### src/rtl/mux4_rr_arbiter.sv
// mux4_rr_arbiter: round-robin owner of a 4:1 WIDTH-bit mux, optional burst cap under `ARB_BURST_LIMIT_EN.
// Latency: gnt/sel1/sel2/busy registered one cycle after req is sampled in IDLE; out/out_valid combinational.
// Backpressure: out_ready low freezes the burst and holds the grant; one idle bubble between owners.
module mux4_rr_arbiter #(
    parameter int WIDTH     = 32,
    parameter int MAX_BURST = 4
) (
    input  logic             clk,
    input  logic             reset,
    input  logic [3:0]       req,
    input  logic [WIDTH-1:0] in1,
    input  logic [WIDTH-1:0] in2,
    input  logic [WIDTH-1:0] in3,
    input  logic [WIDTH-1:0] in4,
    input  logic             out_ready,
    output logic [3:0]       gnt,
    output logic             sel1,
    output logic             sel2,
    output logic [WIDTH-1:0] out,
    output logic             out_valid,
    output logic             busy
);
    typedef enum logic {IDLE, GRANT} state_t;

    state_t     state;
    logic [1:0] owner;
    logic [1:0] last;
    logic [1:0] pick;
    logic [1:0] idx;
    logic       found;
    logic       limit_hit;

    if (MAX_BURST < 1 || MAX_BURST > 16) begin : g_bad_burst
        $error("mux4_rr_arbiter: MAX_BURST must be 1..16");
    end

    // Scan starts just past the previous owner, so it ends up lowest priority.
    always_comb begin
        pick  = last;
        idx   = last;
        found = 1'b0;
        for (int k = 1; k <= 4; k++) begin
            idx = last + 2'(k);
            if (!found && req[idx]) begin
                pick  = idx;
                found = 1'b1;
            end
        end
    end

    assign out_valid = busy & req[owner];

    always_comb begin
        case ({sel2, sel1})
            2'b00:   out = in1;
            2'b01:   out = in2;
            2'b10:   out = in3;
            default: out = in4;
        endcase
    end

`ifdef ARB_BURST_LIMIT_EN
    logic [3:0] beats;
    logic       xfer;

    assign xfer      = out_valid & out_ready;
    assign limit_hit = xfer && (({1'b0, beats} + 5'd1) >= 5'(MAX_BURST));
`else
    logic unused_rdy;

    // Without the cap the grant only ends when the owner drops req.
    assign unused_rdy = out_ready;
    assign limit_hit  = 1'b0;
`endif

    always_ff @(posedge clk) begin
        if (reset) begin
            state <= IDLE;
            gnt   <= 4'b0000;
            sel1  <= 1'b0;
            sel2  <= 1'b0;
            busy  <= 1'b0;
            owner <= 2'd0;
            last  <= 2'd3;
`ifdef ARB_BURST_LIMIT_EN
            beats <= 4'd0;
`endif
        end else begin
            case (state)
                IDLE: begin
                    if (|req) begin
                        state <= GRANT;
                        busy  <= 1'b1;
                        owner <= pick;
                        gnt   <= 4'b0001 << pick;
                        sel1  <= pick[0];
                        sel2  <= pick[1];
`ifdef ARB_BURST_LIMIT_EN
                        beats <= 4'd0;
`endif
                    end
                end
                GRANT: begin
                    if (!req[owner] || limit_hit) begin
                        state <= IDLE;
                        busy  <= 1'b0;
                        gnt   <= 4'b0000;
                        last  <= owner;
                    end
`ifdef ARB_BURST_LIMIT_EN
                    if (xfer && ({1'b0, beats} < 5'(MAX_BURST)))
                        beats <= beats + 4'd1;
`endif
                end
                default: state <= IDLE;
            endcase
        end
    end
endmodule

### config.mk
export PLATFORM = sky130hd
export DESIGN_NAME = mux4_rr_arbiter
export DESIGN_NICKNAME = d
export VERILOG_FILES = /design/src/rtl/mux4_rr_arbiter.sv
export SDC_FILE = /design/constraint.sdc
export NUM_CORES = 1
export LEC_CHECK = 0
export BUFFER_PORTS_ARGS = -buffer_cell sky130_fd_sc_hd__buf_2
export CAP_MARGIN = 20
export CORE_MARGIN = 5
export CORE_UTILIZATION = 29
export DETAILED_ROUTE_END_ITERATION = 10
export PLACE_DENSITY = 0.78
export SLEW_MARGIN = 5
export SYNTH_ARGS = -nofsm -noshare
export SYNTH_HDL_FRONTEND = slang
export SYNTH_SLANG_ARGS = --single-unit
### constraint.sdc
create_clock -name clk -period 1.35 [get_ports clk]
set_input_delay 0.27 -clock clk [delete_from_list [all_inputs] [get_ports clk]]
set_output_delay 0.27 -clock clk [all_outputs]
set_load 0.03 [all_outputs]
# Yosys cells after proc, flatten, opt, wreduce, memory -nomap -nowiden
# Index checks and enable logic that the tools add are counted.
[totals]
ff_bits = 12
wordCells = 61
[classes]
addsub = 3
n_lt_le_gt_ge = 5
n_eq_ne = 4
n_shift = 1
n_mux = 27
bitwise = 3
n_reduce_logical = 11
[ops]
columns = ["operator", "n"]
rows = [
  ["$pmux W32 S3", 1],
  ["$lt A2 B3 Y1 const B", 5],
  ["$mux W1", 12],
  ["$bmux W1 S2", 5],
  ["$mux W2", 4],
  ["$mux W4", 2],
  ["$pmux W4 S2", 1],
  ["$reduce_and A2 Y1", 3],
  ["$add A2 B2 Y2 const B", 2],
  ["$ne A2 B2 Y1 const B", 2],
  ["$pmux W1 S2", 2],
  ["$reduce_or A4 Y1", 1],
  ["$shl A1 B2 Y4 const A", 1],
  ["$logic_and A1 B1 Y1", 3],
  ["$logic_not A1 Y1", 3],
  ["$add A2 B1 Y2 const B", 1],
  ["$eq A2 B1 Y1 const B", 1],
  ["$eq A2 B2 Y1 const B", 1],
  ["$logic_not A2 Y1", 1],
  ["$not A1 Y1", 2],
  ["$and A1 B1 Y1", 1],
]

# Depth between registers and ports, before layout
[logic_depth]
word_depth = 16
mapped_depth = 5
depth_no_buf = 4

# Least setup slack after synthesis
# Ideal clock, no wire load.
[synth_timing]
kind = "reg2out"
from = "register owner[0] (netlist name)"
to = "output port out[0]"
t_arrival_ns = 1.540
setup_slack_ns = -0.460
stages_incl_launch_ff = 4
n_path_buf = 2
cell_sequence = "dfxtp_1 > buf_6 > buf_4 > mux4_2"
[synth_rtl]
columns = ["element", "line", "rtl"]
rows = [
  ["end, declared", "19", "output logic [WIDTH-1:0] out,"],
]

# Final worst setup path
[layout_timing]
from = "register owner[0]"
to = "output port out_valid"
[layout_via]
elab_chain_cells = 3
[layout_lines]
columns = ["element", "line", "rtl"]
rows = [
  ["start, declared", "26", "logic [1:0] owner;"],
  ["start signal, assigned", "94", "owner <= pick;"],
  ["$bmux W1 S2", "51", "assign out_valid = busy & req[owner];"],
  ["$mux W1 (implied by the code)", "51", ""],
  ["$and A1 B1 Y1", "51", ""],
  ["end, declared", "20", "output logic out_valid,"],
]
# No other way between the ends. The select of a mux whose other input is x is not followed.

==> impl_metrics.toml <==
[logic_synthesis]
synth_fa_ha_area_frac = 0
ys_seq_elements = 10
synthCells = 98
async_reset_ff_frac = 0
synth_compound_area_frac = 0.1111
synth-seq-area-share = 0.1519
syn_avg_cell_area_um2 = 13.44
synth_area_um2 = 1318
syn_nets = 233
synth-simple-area-share = 0.1054
synth_edf_count = 0
synth_top_family_by_area = "multiplexers"
ys.flop_type = "dfxtp_1"
synth.area.mux_share = 0.5793
synth.distinct_cells = 36
yosysWarningCount = 0
synthXorXnorAreaFrac = 0

[floorplan]
rows = 24
coreArea_um2 = 4384
die_h_um = 77.40
die-area_um2 = 5991
ios = 175
initial_core_util = 0.3005
die_w_um = 77.40

[hold_path]
worstHoldPathCells = 2
holdPathEnd = "owner[0]$_SDFFE_PP0P_"
hold_start = "reset"
hp-class = "primary input to flop"

[cts]
cts_tree = "done"
cts-root-buf = "clkbuf_8"
clock_path_buffers = 2
clk_latency_ns = 0.24
cts_htree_levels = 1
holdBufCountCts = 0
numClockSinks = 10
clk_pin_slew_worst_paths_ns = 0.05
cts_made_buffers = 3

[global_routing]
grt_start_max_net_pins = 21
antenna_found_initial = 0
grt_pass1_wl_um = 9832
grt_pass1_vias = 2021
grt_use_total = 0.2027
grt_overflow_total = 0

[setup_path]
end_kind = "output port"
crit_fanout = 4
crit_slowest_cell = "dfxtp_4"
cp_top_family = "buffers and inverters"
rr_startpoint = "owner[0]$_SDFFE_PP0P_"
crit_path_frequent_cell = "buf_6"
cp_cell_sequence = "buf_4 -> buf_6 -> mux2_4 -> o211a_4 -> buf_6"
r2r_slack_ns = -0.35
path_buf_inv = 3
critical_path_class = "flop to output port"
critPathLaunchType = "flop"
r2r-end = "last[0]$_SDFFE_PP1P_"
slowest_delay_ns = 0.36
cp.arrival_ns = 1.52
reg2regPathDepth = 7
critPathRequiredTime_ns = 1.08

[pwr]
p_int_uw = 1593
switching_share = 0.4130
switchingPower_uw = 1121
seq_power_share = 0.142
power_frac_clock = 0.143
p_leak_uw = 0.001301
max-vdd-ir-drop_v = 0.0006710
powerDensity_nw_per_um2 = 1005
p_comb_frac = 0.715

[timing]
finalCriticalPeriod_ns = 1.793
max_freq_ghz = 0.5576
setup_viol = 41
timing.hold.ws_ns = 0.3192
relSlewSlack = 0.7677
fin_crit_sh = 1.328
final_hold_viol_count = 0
worst_slack_ns = -0.4434
fin_skew_ns = 0.005051
rsz0062_at_grt = "yes"
tightest_slew_ns = 0.3456
maxSlewViolCount = 0

[placement]
dpl-instance-area_um2 = 2392
placed_cells = 332
dp_hpwl_um = 5287
portBuffers = 173
gp_congestion = 0.8835

[layout]
num-nets-final = 423
n_fill_cell = 370
seqCellArea_um2 = 205.2
drive_above_1_share = 0.8397
final_cells = 339
finish.instance_area_um2 = 2700
insertedDiodeCount = 0
synthToLayoutAreaGrowth_pct = 104.9
multi_input_area_um2 = 1072

[routing]
drc = 0
postRouteAntennaNets = 0
drt_iter0_drc = 26
drt_wl_total_um = 6250
routedWlPerCell_um = 18.44
via_count = 1762
via_per_inst = 5.198
dr.pass1.iters = 4

[status]
status = "complete, but fails checks"
failed_checks = "setup timing"

[job]
cap_violations = 0
-- cells by family after synthesis --
logic type	Yosys count
AO/OA/AOI/OAI	17
AND/OR/NAND/NOR	24
flip-flops	10
multiplexers	35
buffers and inverters	12
-- stage by stage --
stage | power [uW] | util | TNS (ns) | setup WS [ns]
after floorplan | 1485 | - | -6.843 | -0.2151
after global placement | 1994 | 0.5457 | -5.677 | -0.2006
after detailed placement | 2030 | 0.5457 | -6.190 | -0.2262
after CTS | 2691 | 0.6079 | -15.34 | -0.4431
after global routing | 2847 | 0.6159 | -17.58 | -0.4887
final | 2714 | 0.6159 | -15.35 | -0.4434
-- cell type report --
cell class	instances	area share
clock buffers	4	0.02039
inverters	2	0.002780
multi-input cells	76	0.3971
flip-flops and latches	10	0.07600
well taps	52	0.02410
repair buffers	195	0.4796
-- routing by layer --
metal  up-vias  track usage  part of all wire
met1       850       0.2218              0.33
met5         -            0                 0
met2       103       0.3939              0.57
li1        798            -                 -
met3        11      0.03935             0.082
met4         0      0.05155             0.016
-- registers in the layout, indices dropped and copies added (netlist names) --
signal  count
gnt         4
sel2        1
state       1
busy        1
last        2
owner       1
-- Yosys cell counts, types with 2 or more instances --
cell / instances / share of area
dfxtp_1: 10 / 0.15
nand2b_1: 3 / 0.014
nor2_1: 6 / 0.017
buf_2: 4 / 0.015
inv_1: 2 / 0.0057
a21oi_1: 3 / 0.011
mux4_2: 31 / 0.53
buf_4: 3 / 0.017
nand2_1: 4 / 0.011
a22o_1: 2 / 0.013
nor3_1: 4 / 0.015
a211oi_1: 2 / 0.011
-- placed cells by master, fill, tap and decap left out, types with 2 or more instances in the layout --
| master | instances |
|---|---|
| a211oi_1 | 2 |
| buf_6 | 35 |
| dfxtp_1 | 8 |
| clkbuf_8 | 4 |
| buf_4 | 16 |
| mux4_2 | 32 |
| nand2_1 | 4 |
| nor3_1 | 3 |
| nor2_1 | 6 |
| nand2b_1 | 3 |
| inv_1 | 2 |
| buf_2 | 140 |
| a22o_1 | 2 |
| a21oi_1 | 3 |
| buf_12 | 4 |
-- worst max-delay path by stage --
stage | start | to | slack, ns | cells past startpoint
floorplan | owner[0]$_SDFFE_PP0P_ | out[0] | -0.22 | 3
global placement | owner[0]$_SDFFE_PP0P_ | out[16] | -0.20 | 3
detailed placement | owner[0]$_SDFFE_PP0P_ | out[16] | -0.23 | 3
CTS | owner[0]$_SDFFE_PP0P_ | out_valid | -0.44 | 5
global route | owner[0]$_SDFFE_PP0P_ | out[23] | -0.49 | 3
finish | owner[0]$_SDFFE_PP0P_ | out_valid | -0.44 | 5
-- power groups by stage --
stage	logic, uW	registers [uW]	clock network [uW]
2_1_floorplan	1060	420	0
3_5_place_dp	1640	389	0
4_1_cts	1910	384	392
5_1_grt	2050	390	411
3_3_place_gp	1610	387	0
6_report	1940	384	389
-- worst reg2reg max path: stages, from the launching register on --
cell and delay (ns):
dfxtp_4 0.36, buf_4 0.14, buf_6 0.12, mux2_4 0.31
buf_6 0.13, o2bb2ai_4 0.21, nor2_1 0.07, a211o_1 0.27
-- repair_timing --
item / CTS / global route
endpoints found under the setup margin: 40 / 42
resized for setup: 67 / 6
pin swaps: 2 / 4
endpoints found under the hold margin: 0 / 0
buffers inserted: 2 / 2
(Power assumes the default switching activity.)
